<file path="src/rtl/rv32i_types.sv">
// Shared RV32I pipeline types: word/register aliases, the control word and its NOP encoding.
package rv32i_types;

    typedef logic [31:0] rv32i_word;
    typedef logic [4:0]  rv32i_reg;

    typedef struct packed {
        logic [3:0] alu_op;
        logic       alu_src_imm;
        logic       mem_read;
        logic       mem_write;
        logic       branch;
        logic       jump;
    } ctrl_word_t;

    localparam ctrl_word_t CTRL_NOP = '0;

endpackage

</file>
<file path="src/rtl/id_ex_stage_load_use_detect.sv">
// Combinational load-use hazard detector: a load in EX whose rd feeds the instruction in ID.
module load_use_detect
    import rv32i_types::*;
(
    input  logic       exe_valid_i,
    input  logic       exe_is_load_i,
    input  logic [4:0] exe_rd_i,
    input  logic       id_valid_i,
    input  logic [4:0] id_rs1_i,
    input  logic [4:0] id_rs2_i,
    input  logic       id_uses_rs1_i,
    input  logic       id_uses_rs2_i,
    output logic       load_use_o
);

    logic rs1_hit;
    logic rs2_hit;

    assign rs1_hit = id_uses_rs1_i & (id_rs1_i == exe_rd_i);
    assign rs2_hit = id_uses_rs2_i & (id_rs2_i == exe_rd_i);

    // x0 is never written, so a load targeting it cannot create a hazard.
    assign load_use_o = exe_valid_i & exe_is_load_i & (exe_rd_i != 5'd0) &
                        id_valid_i & (rs1_hit | rs2_hit);

endmodule

</file>
<file path="src/rtl/id_ex_stage.sv">
// ID/EX pipeline register with load-use stall, flush bubbles and global freeze.
// Optional hazard performance counters are enabled with `define HAZARD_PERF_EN.
module id_ex_stage
    import rv32i_types::*;
(
    input  logic        clk,
    input  logic        rst,
    input  logic        id_valid,
    input  logic [4:0]  id_rs1,
    input  logic [4:0]  id_rs2,
    input  logic [4:0]  id_rd,
    input  logic        id_uses_rs1,
    input  logic        id_uses_rs2,
    input  logic        id_load_regfile,
    input  logic        id_is_load,
    input  ctrl_word_t  id_ctrl,
    input  logic [31:0] id_pc,
    input  logic [31:0] id_imm,
    input  logic [31:0] id_rs1_data,
    input  logic [31:0] id_rs2_data,
    input  logic        mem_stall,
    input  logic        flush,
    output logic        exe_valid,
    output logic [4:0]  exe_rs1,
    output logic [4:0]  exe_rs2,
    output logic [4:0]  exe_rd,
    output logic        exe_load_regfile,
    output logic        exe_is_load,
    output ctrl_word_t  exe_ctrl,
    output logic [31:0] exe_pc,
    output logic [31:0] exe_imm,
    output logic [31:0] exe_rs1_data,
    output logic [31:0] exe_rs2_data,
    output logic        stall_if_id,
    output logic [31:0] bubble_count,
    output logic [31:0] flush_count
);

    logic       valid_q, valid_d;
    logic [4:0] rs1_q, rs1_d, rs2_q, rs2_d, rd_q, rd_d;
    logic       load_regfile_q, load_regfile_d;
    logic       is_load_q, is_load_d;
    ctrl_word_t ctrl_q, ctrl_d;
    rv32i_word  pc_q, pc_d, imm_q, imm_d, rs1_data_q, rs1_data_d, rs2_data_q, rs2_data_d;
    logic       load_use;

    load_use_detect u_load_use_detect (
        .exe_valid_i   (valid_q),
        .exe_is_load_i (is_load_q),
        .exe_rd_i      (rd_q),
        .id_valid_i    (id_valid),
        .id_rs1_i      (id_rs1),
        .id_rs2_i      (id_rs2),
        .id_uses_rs1_i (id_uses_rs1),
        .id_uses_rs2_i (id_uses_rs2),
        .load_use_o    (load_use)
    );

    // A flush already kills the consumer, so IF/ID need not be held.
    assign stall_if_id = load_use & ~flush;

    always_comb begin
        valid_d        = valid_q;
        rs1_d          = rs1_q;
        rs2_d          = rs2_q;
        rd_d           = rd_q;
        load_regfile_d = load_regfile_q;
        is_load_d      = is_load_q;
        ctrl_d         = ctrl_q;
        pc_d           = pc_q;
        imm_d          = imm_q;
        rs1_data_d     = rs1_data_q;
        rs2_data_d     = rs2_data_q;
        if (!mem_stall) begin
            if (flush || load_use) begin
                valid_d        = 1'b0;
                rs1_d          = '0;
                rs2_d          = '0;
                rd_d           = '0;
                load_regfile_d = 1'b0;
                is_load_d      = 1'b0;
                ctrl_d         = CTRL_NOP;
                pc_d           = '0;
                imm_d          = '0;
                rs1_data_d     = '0;
                rs2_data_d     = '0;
            end else begin
                valid_d        = id_valid;
                rs1_d          = id_rs1;
                rs2_d          = id_rs2;
                rd_d           = id_rd;
                load_regfile_d = id_load_regfile & id_valid;
                is_load_d      = id_is_load & id_valid;
                ctrl_d         = id_ctrl;
                pc_d           = id_pc;
                imm_d          = id_imm;
                rs1_data_d     = id_rs1_data;
                rs2_data_d     = id_rs2_data;
            end
        end
    end

    always_ff @(posedge clk) begin
        if (rst) begin
            valid_q        <= 1'b0;
            rs1_q          <= '0;
            rs2_q          <= '0;
            rd_q           <= '0;
            load_regfile_q <= 1'b0;
            is_load_q      <= 1'b0;
            ctrl_q         <= CTRL_NOP;
            pc_q           <= '0;
            imm_q          <= '0;
            rs1_data_q     <= '0;
            rs2_data_q     <= '0;
        end else begin
            valid_q        <= valid_d;
            rs1_q          <= rs1_d;
            rs2_q          <= rs2_d;
            rd_q           <= rd_d;
            load_regfile_q <= load_regfile_d;
            is_load_q      <= is_load_d;
            ctrl_q         <= ctrl_d;
            pc_q           <= pc_d;
            imm_q          <= imm_d;
            rs1_data_q     <= rs1_data_d;
            rs2_data_q     <= rs2_data_d;
        end
    end

    assign exe_valid        = valid_q;
    assign exe_rs1          = rs1_q;
    assign exe_rs2          = rs2_q;
    assign exe_rd           = rd_q;
    assign exe_load_regfile = load_regfile_q;
    assign exe_is_load      = is_load_q;
    assign exe_ctrl         = ctrl_q;
    assign exe_pc           = pc_q;
    assign exe_imm          = imm_q;
    assign exe_rs1_data     = rs1_data_q;
    assign exe_rs2_data     = rs2_data_q;

`ifdef HAZARD_PERF_EN
    logic [31:0] bubble_cnt_q;
    logic [31:0] flush_cnt_q;

    // A simultaneous flush and load-use is one bubble, attributed to the flush.
    always_ff @(posedge clk) begin
        if (rst) begin
            bubble_cnt_q <= '0;
            flush_cnt_q  <= '0;
        end else if (!mem_stall) begin
            if (flush) begin
                if (flush_cnt_q != 32'hFFFF_FFFF) flush_cnt_q <= flush_cnt_q + 32'd1;
            end else if (load_use) begin
                if (bubble_cnt_q != 32'hFFFF_FFFF) bubble_cnt_q <= bubble_cnt_q + 32'd1;
            end
        end
    end

    assign bubble_count = bubble_cnt_q;
    assign flush_count  = flush_cnt_q;
`else
    assign bubble_count = '0;
    assign flush_count  = '0;
`endif

endmodule

</file>
<file path="config.mk">
export PLATFORM = sky130hd
export DESIGN_NAME = id_ex_stage
export DESIGN_NICKNAME = d
export VERILOG_FILES = /design/src/rtl/rv32i_types.sv /design/src/rtl/id_ex_stage_load_use_detect.sv /design/src/rtl/id_ex_stage.sv
export SDC_FILE = /design/constraint.sdc
export NUM_CORES = 1
export LEC_CHECK = 0
export CELL_PAD_IN_SITES_DETAIL_PLACEMENT = 1
export CELL_PAD_IN_SITES_GLOBAL_PLACEMENT = 2
export CORE_ASPECT_RATIO = 0.8
export CORE_MARGIN = 10
export CORE_UTILIZATION = 21
export CTS_BUF_LIST = sky130_fd_sc_hd__clkbuf_16
export DETAILED_ROUTE_END_ITERATION = 16
export MAX_ROUTING_LAYER = met4
export PLACE_DENSITY_LB_ADDON = 0.1
export RECOVER_POWER = 100
export SYNTH_ARGS = -nofsm -noshare
export SYNTH_HDL_FRONTEND = slang
export SYNTH_SLANG_ARGS = --single-unit
export TNS_END_PERCENT = 5
</file>
<file path="constraint.sdc">
create_clock -name clk -period 1.8 [get_ports clk]
set_clock_uncertainty 0.2 [all_clocks]
set_input_delay 0.36 -clock clk [delete_from_list [all_inputs] [get_ports clk]]
set_output_delay 0.36 -clock clk [all_outputs]
set_load 0.03 [all_outputs]
</file>
== Word level (Yosys, flattened, before mapping) ==
Cells that the tools add are included.

* Equality and inequality tests: 2
* Muxes and demuxes: 11
* Bitwise logic cells: 11
* Reductions and logical operators: 2

{| class="wikitable"
|+ Operators with widths
! kind !! number
|-
| $mux 32 || 4
|-
| $mux 5 || 3
|-
| $eq 5x5->1 || 2
|-
| $and 1x1->1 || 9
|-
| $mux 9 || 1
|-
| $reduce_bool 5->1 || 1
|-
| $mux 1 || 3
|-
| $logic_or 1x1->1 || 1
|-
| $not 1->1 || 1
|-
| $or 1x1->1 || 1
|}

* Register bits: 155
* Logic and storage cells: 42

== Longest topological paths before layout ==
Gate-level depths: netlist of the first run.

* Depth after elaboration: 6
* Mapped depth: 7

== Hierarchy ==
From an unflattened synthesis of the first run, not the netlist that was laid out.

* Cells, all modules: 434
* Area total of the unflattened synthesis: 5292.6 µm²

{| class="wikitable"
|+ By module, submodules not included
! module !! instances !! cells each !! area each (µm²) !! seq. area each (µm²)
|-
| id_ex_stage || 1 || 417 || 5161.2 || 3103.0
|-
| load_use_detect || 1 || 17 || 131.4 || 0.0
|}

== Worst setup path before layout of the first run ==
No wires, ideal clock.

* Path kind: flip-flop to output port
* From: register rd_q[1] (netlist: exe_rd[1])
* To: output stall_if_id
* Arrival time: 2105 ps
* Required time: 1240 ps
* Setup slack: -865 ps
* Cell stages (with the launch flop): 7
* Cell sequence: dfxtp_1 -> xnor2_1 -> nand4_1 -> o22a_1 -> buf_2 -> buf_1 -> nor3_1

* Longest elaborated chain between the ends: 5
* Elaborated cells on any way between the ends: 10
* Those cells by class: eq/ne (2); bitwise (7); reduce/logical (1)

{| class="wikitable"
|+ RTL lines
! item !! line !! RTL
|-
| start, declared || id_ex_stage.sv:40 || <nowiki>logic [4:0] rs1_q, rs1_d, rs2_q, rs2_d, rd_q, rd_d;</nowiki>
|-
| start signal, assigned || id_ex_stage.sv:120 || <nowiki>rd_q <= rd_d;</nowiki>
|-
| $eq 5x5->1 (tied with other cells) || id_ex_stage_load_use_detect.sv:19 || <nowiki>assign rs1_hit = id_uses_rs1_i & (id_rs1_i == exe_rd_i);</nowiki>
|-
| $and 1x1->1 (on tied branches) || id_ex_stage_load_use_detect.sv:19, id_ex_stage_load_use_detect.sv:20, id_ex_stage_load_use_detect.sv:23 ||
|-
| $or 1x1->1 / $and 1x1->1 (equally long branches) || id_ex_stage_load_use_detect.sv:24, id_ex_stage_load_use_detect.sv:23 ||
|-
| $and 1x1->1 * || id_ex_stage_load_use_detect.sv:24 || <nowiki>id_valid_i & (rs1_hit | rs2_hit);</nowiki>
|-
| $and 1x1->1 * || id_ex_stage.sv:60 || <nowiki>assign stall_if_id = load_use & ~flush;</nowiki>
|-
| end, declared || id_ex_stage.sv:34 || <nowiki>output logic stall_if_id,</nowiki>
|}

Every way passes the cells marked *; elsewhere a longest branch is shown, timed or not.

== Worst setup path after layout of the first run ==
* From: register rd_q[4] (netlist: exe_rd[4])
* To: output stall_if_id

The elaborated chain is that of the path after synthesis.

==> results of run 1 <==
## repair_timing
action                                  in CTS  in global routing
gates cloned                                 9                  1
resized for setup                          268                 98
pin swaps                                   76                 37
setup buffers                               13                  5
endpoints found under the setup margin     297                242
## worst max-delay path by stage
stage | slack [ns] | start | cells after the start | endpoint
floorplan | -0.22 | exe_rd[3]$_SDFFE_PP0N_ | 6 | stall_if_id
global placement | -0.60 | id_rs1[2] | 6 | exe_imm[1]$_SDFFE_PP0N_
detailed placement | -0.61 | id_rs2[2] | 6 | exe_imm[20]$_SDFFE_PP0N_
CTS | -0.65 | exe_rd[4]$_SDFFE_PP0N_ | 6 | stall_if_id
global route | -0.70 | exe_rd[4]$_SDFFE_PP0N_ | 6 | stall_if_id
finish | -0.62 | exe_rd[4]$_SDFFE_PP0N_ | 5 | stall_if_id
## worst max-delay path: cells and delay by family (launching register included)
kind	cells	cell delay (ns)
buffers and inverters	2	0.29
DFF	1	0.35
AOI/OAI and AO/OA	1	0.24
and+or+nand+nor	2	0.53
## area by class of cell
type / instances / area [sq um]
sequential: 155 / 3120
fill: 4174 / 23800
antenna: 5 / 12.5
timing repair buffer: 450 / 4600
tap: 487 / 609
clock inverter: 12 / 195
multi-input combinational: 557 / 4220
clock buffer: 18 / 450
## power groups by stage
| stage | Combinational (mW) | Sequential [mW] | Clock (mW) |
|---|---|---|---|
| final | 2.60 | 3.83 | 4.09 |
| after CTS | 2.66 | 3.83 | 4.27 |
| after floorplan | 0.968 | 4.40 | 0 |
| after global routing | 2.78 | 3.86 | 4.40 |
| after detailed placement | 2.68 | 3.90 | 0 |
| after global placement | 2.68 | 3.90 | 0 |
## cell usage after synthesis
master,instances,area (sq um)
a21o_1,153,1150
o22ai_1,1,6.26
nor2b_1,1,6.26
or2_1,1,6.26
o21ai_2,1,8.76
a22oi_1,2,15.0
nand2_1,2,7.51
and3_1,4,25.0
buf_4,71,533
clkbuf_1,49,184
nand3_1,2,10.0
nand2b_1,1,6.26
buf_2,7,35.0
o22a_1,1,8.76
xnor2_1,10,87.6
nor3b_1,152,1140
conb_1,1,3.75
buf_6,9,101
nor2_1,1,3.75
a22o_1,153,1340
dfxtp_1,155,3100
nand4_1,2,12.5
buf_1,13,48.8
or4_1,1,7.51
o21ai_1,2,10.0
mux2_2,2,22.5
nor3_1,1,5.00
## registers in the layout, indices dropped and copies added (netlist names)
signal            cells
exe_rs2               5
exe_rd                5
exe_imm              32
exe_rs1               5
exe_load_regfile      1
exe_rs2_data         32
exe_ctrl              9
exe_is_load           1
exe_rs1_data         32
exe_pc               32
exe_valid             1
## stage by stage
stage	setup slack (ns)	util	std cells
final	-0.619	0.357	1684
after global routing	-0.705	0.356	1683
after CTS	-0.652	0.359	1674
after detailed placement	-0.613	0.329	1622
after global placement	-0.598	0.329	1622
after floorplan	-0.216	-	861
## metal layers
layer,wire length (microns),track usage,vias to the layer above
met3,3040,0.0690,17
met5,0,-,-
met2,16500,0.244,192
met4,327,0.0366,0
met1,15600,0.180,3662
li1,-,-,3643
## cell families (layout without fill, tap and decap cells)
| kind of cell | Yosys count | after routing | synth area share |
|---|---|---|---|
| XOR/XNOR | 10 | 10 | 0.0111 |
| AO/OA/AOI/OAI | 313 | 313 | 0.322 |
| flip-flops | 155 | 155 | 0.393 |
| other | 1 | 69 | 0.000475 |
| AND/OR/NAND/NOR | 168 | 168 | 0.156 |
| multiplexers | 2 | 2 | 0.00286 |
| buffers and inverters | 149 | 480 | 0.114 |
==> results.sh, run 1 <==
export IMPL_status="complete, but fails checks"
export IMPL_violations="setup timing"
export IMPL_netlist_area_sq_um=7890
export IMPL_grt_pass1_vias=8151
export IMPL_initial_utilization=0.213
export IMPL_arrival_ns=1.86
export IMPL_peakVddDrop_mv=0.477
export IMPL_drt_pass1_iterations=4
export IMPL_slowest_delay_ns=0.48
export IMPL_clockRootBuffer="clkbuf_16"
export IMPL_power_switching_mw=3.13
export IMPL_whs_ns=0.231
export IMPL_layout_drive_gt1_share=0.207
export IMPL_worstHoldStart="mem_stall"
export IMPL_wl_microns=35500
export IMPL_synth_warnings=0
export IMPL_crit_fanout=2
export IMPL_start_kind="flip-flop"
export IMPL_antenna_found_initial=4
export IMPL_io_pin_count=381
export IMPL_end_kind="output port"
export IMPL_place_congestion=0.730
export IMPL_layout_common_cells="clkdlybuf4s50_1, a22o_1, a21o_1, nor3b_1, dfxtp_1"
export IMPL_required_ns=1.24
export IMPL_hold_path_end="exe_load_regfile$_SDFFE_PP0N_"
export IMPL_core_area_sq_um=37000
export IMPL_worst_hold_path_num_cells=4
export IMPL_post_dp_hpwl_microns=25100
export IMPL_r2r_cells=9
export IMPL_drtIter0Drc=242
export IMPL_die_y_microns=193
export IMPL_overflow=0
export IMPL_worstPathCellList="buf_4 > or4_4 > o21ai_4 > nor3_4 > buf_6"
export IMPL_synthCells=798
export IMPL_intPower_mw=7.39
export IMPL_power_mw=10.5
export IMPL_clk_latency_ns=0.44
export IMPL_wl_per_cell_microns=21.1
export IMPL_synth_cell_types=27
export IMPL_hold_buffers=0
export IMPL_slew_headroom=0.663
export IMPL_cts_inserted_buffers=17
export IMPL_maxCapViolations=0
export IMPL_die_area_sq_um=45800
export IMPL_tritoncts="yes"
export IMPL_fmax_ghz=0.413
export IMPL_worst_slew_pin_slew_ns=0.506
export IMPL_final_common_cell="clkdlybuf4s50_1"
export IMPL_cts_max_path_buffers=2
export IMPL_vias=7514
export IMPL_rows=63
export IMPL_grt_pass1_wl_microns=53900
export IMPL_clkSlewWorstSetupHoldPaths_ns=0.07
export IMPL_cpMaxStageDelayCell="or4_4"
export IMPL_p_seq_frac=0.364
export IMPL_swShare=0.298
export IMPL_drtAntennaViolNets=0
export IMPL_area_growth_pct=67.4
export IMPL_grt_max_degree=59
export IMPL_reg2reg_to="exe_rs2_data[21]$_SDFFE_PP0N_"
export IMPL_drc=0
export IMPL_io_buffer_count=316
export IMPL_tns_ns=-65.78
export IMPL_htreeDepth=4
export IMPL_ys_seq_area_frac=0.393
export IMPL_finalCritPeriodShare=1.34
export IMPL_finalHoldViolations=0
export IMPL_grtUsageTotal=0.156
export IMPL_grt_setup_unrepaired="true"
export IMPL_r2r_setup_slack_ns=-0.49
export IMPL_syn_avg_cell_area_sq_um=9.88
export IMPL_final_setup_worst_slack_ns=-0.619
export IMPL_fp_dieW_microns=237
export IMPL_place_area_sq_um=12200
export IMPL_power_density_nw_per_um2=797
export IMPL_static_leakage_power_nw=6.52
export IMPL_setup_viol=156
export IMPL_fin_crit_ns=2.42
export IMPL_worst_hold_path_type="primary input to flip-flop"
export IMPL_finalNetCount=1342
export IMPL_finalInstanceArea_sq_um=13200
export IMPL_path_class="flip-flop to output port"
export IMPL_combPwrFrac=0.247
export IMPL_clock_sinks=155
export IMPL_r2r_start="exe_rd[4]$_SDFFE_PP0N_"
export IMPL_synth_seq_cells=155
export IMPL_report_final_slew_viol_count=0
export IMPL_pwr_share_clk=0.388
export IMPL_viasPerCell=4.46
No activity file was read; power rests on OpenSTA's default activity.
==> run 2, diff against run 1 <==
--- a/config.mk
+++ b/config.mk
@@ -5,11 +5,11 @@
 export SDC_FILE = /design/constraint.sdc
 export NUM_CORES = 1
 export LEC_CHECK = 0
-export CELL_PAD_IN_SITES_DETAIL_PLACEMENT = 1
-export CELL_PAD_IN_SITES_GLOBAL_PLACEMENT = 2
+export CELL_PAD_IN_SITES_DETAIL_PLACEMENT = 0
+export CELL_PAD_IN_SITES_GLOBAL_PLACEMENT = 1
 export CORE_ASPECT_RATIO = 0.8
 export CORE_MARGIN = 10
-export CORE_UTILIZATION = 21
+export CORE_UTILIZATION = 27
 export CTS_BUF_LIST = sky130_fd_sc_hd__clkbuf_16
 export DETAILED_ROUTE_END_ITERATION = 16
 export MAX_ROUTING_LAYER = met4
==> run 2 against run 1 <==
The run still ends with setup timing left. Routed wire length down 9.1%. Worst hold slack worse by 0.066 ns. Via count down 2.6%. Flip-flop and latch count unchanged. Critical endpoint unchanged. Largest power group unchanged. Highest routed layer unchanged.
==> results.sh, run 2 (synthesized netlist as in run 1, its figures left out) <==
export IMPL_status="complete, but fails checks"
export IMPL_violations="setup timing"
export IMPL_finalHoldViolations=0
export IMPL_viasPerCell=4.70
export IMPL_hold_path_end="exe_rd[4]$_SDFFE_PP0N_"
export IMPL_antenna_found_initial=4
export IMPL_clkSlewWorstSetupHoldPaths_ns=0.07
export IMPL_drc=0
export IMPL_layout_common_cells="clkdlybuf4s50_1, a22o_1, a21o_1, nor3b_1, dfxtp_1"
export IMPL_core_area_sq_um=28600
export IMPL_fin_cells=1558
export IMPL_worst_hold_path_type="primary input to flip-flop"
export IMPL_die_y_microns=173
export IMPL_place_congestion=0.753
export IMPL_clockRootBuffer="clkbuf_16"
export IMPL_grt_pass1_vias=7506
export IMPL_grt_setup_unrepaired="true"
export IMPL_io_buffer_count=316
export IMPL_report_final_slew_viol_count=0
export IMPL_area_growth_pct=63.6
export IMPL_p_seq_frac=0.374
export IMPL_drtAntennaViolNets=0
export IMPL_pwr_share_clk=0.380
export IMPL_htreeDepth=4
export IMPL_post_dp_hpwl_microns=22400
export IMPL_final_common_cell="clkdlybuf4s50_1"
export IMPL_grtUsageTotal=0.169
export IMPL_intPower_mw=7.16
export IMPL_vias=7320
export IMPL_grt_pass1_wl_microns=47000
export IMPL_num_fill_cells=2773
export IMPL_rows=55
export IMPL_tritoncts="yes"
export IMPL_end_kind="output port"
export IMPL_arrival_ns=1.79
export IMPL_fmax_ghz=0.425
export IMPL_clock_sinks=155
export IMPL_crit_fanout=2
export IMPL_setup_viol=157
export IMPL_clk_latency_ns=0.43
export IMPL_whs_ns=0.166
export IMPL_worstHoldStart="mem_stall"
export IMPL_final_setup_worst_slack_ns=-0.553
export IMPL_cts_max_path_buffers=2
export IMPL_finalCritPeriodShare=1.31
export IMPL_layout_drive_gt1_share=0.163
export IMPL_r2r_cells=12
export IMPL_maxCapViolations=0
export IMPL_tns_ns=-48.99
export IMPL_seqCellArea_sq_um=3120
export IMPL_dp_cells=1500
export IMPL_finalNetCount=1332
export IMPL_drt_pass1_iterations=4
export IMPL_drtIter0Drc=331
export IMPL_cts_inserted_buffers=17
export IMPL_wl_per_cell_microns=20.7
export IMPL_reg2reg_to="exe_load_regfile$_SDFFE_PP0N_"
export IMPL_fp_dieW_microns=211
export IMPL_power_switching_mw=3.10
export IMPL_path_class="primary input to output port"
export IMPL_r2r_setup_slack_ns=-0.41
export IMPL_io_pin_count=381
export IMPL_start_kind="primary input"
export IMPL_swShare=0.302
export IMPL_worst_hold_path_num_cells=3
export IMPL_peakVddDrop_mv=0.611
export IMPL_wl_microns=32300
export IMPL_r2r_start="exe_rd[1]$_SDFFE_PP0N_"
export IMPL_static_leakage_power_nw=6.57
export IMPL_grt_max_degree=39
export IMPL_power_density_nw_per_um2=795
export IMPL_fin_crit_ns=2.35
export IMPL_overflow=0
export IMPL_initial_utilization=0.276
export IMPL_die_area_sq_um=36500
export IMPL_multiInputGateArea_sq_um=4200
export IMPL_combPwrFrac=0.246
export IMPL_required_ns=1.24
## run 2: metrics by stage
| stage | area (sq um) | power [mW] | setup WS [ns] | util |
|---|---|---|---|---|
| global placement | 12000 | 6.53 | -0.600 | 0.420 |
| global route | 12900 | 10.7 | -0.620 | 0.452 |
| finish | 12900 | 10.3 | -0.553 | 0.452 |
| CTS | 12700 | 10.4 | -0.565 | 0.443 |
| detailed placement | 12000 | 6.53 | -0.621 | 0.420 |
| floorplan | 8190 | 5.37 | -0.216 | - |
## run 2: cell type report
| type | count | area share |
|---|---|---|
| timing repair buffer | 440 | 0.347 |
| tap | 370 | 0.0359 |
| multi-input combinational | 557 | 0.326 |
| antenna | 4 | 0.000776 |
| clock inverter | 15 | 0.0153 |
| clock buffer | 17 | 0.0330 |
| sequential | 155 | 0.242 |
## run 2: repair_timing
item / CTS / global route
hold buffers: 0 / 0
gates resized for setup: 179 / 87
cloned: 1 / 7
setup endpoints to repair: 304 / 227
pin swaps: 9 / 81
setup buffers: 12 / 2
## run 2: metal layers
layer	up-vias	wire length, microns	track usage
met5	-	0	-
met4	0	355	0.0419
met3	23	2590	0.0690
met2	209	15000	0.266
met1	3469	14400	0.196
li1	3619	-	-
## run 2: how the worst max path moves through the flow
stage,from,to,slack (ns),cells after the start
3_5_place_dp,id_rs1[3],exe_imm[13]$_SDFFE_PP0N_,-0.62,7
2_1_floorplan,exe_rd[3]$_SDFFE_PP0N_,stall_if_id,-0.22,6
5_1_grt,exe_rd[2]$_SDFFE_PP0N_,stall_if_id,-0.62,5
6_report,id_rs1[3],stall_if_id,-0.55,6
4_1_cts,exe_rd[2]$_SDFFE_PP0N_,stall_if_id,-0.57,5
3_3_place_gp,id_rs1[3],exe_imm[14]$_SDFFE_PP0N_,-0.60,7
## run 2: critical path: stages
cell and delay (ns):
clkdlybuf4s50_1 0.52, xnor2_2 0.12, nand4_1 0.14, o22a_4 0.30, nor3_4 0.20, buf_12 0.15
## run 2: power by group through the flow
stage / sequential (mW) / combinational [mW] / clock, mW
after global routing: 3.87 / 2.68 / 4.18
after floorplan: 4.40 / 0.968 / 0
final: 3.83 / 2.53 / 3.90
after CTS: 3.83 / 2.51 / 4.03
after global placement: 3.91 / 2.62 / 0
after detailed placement: 3.91 / 2.62 / 0
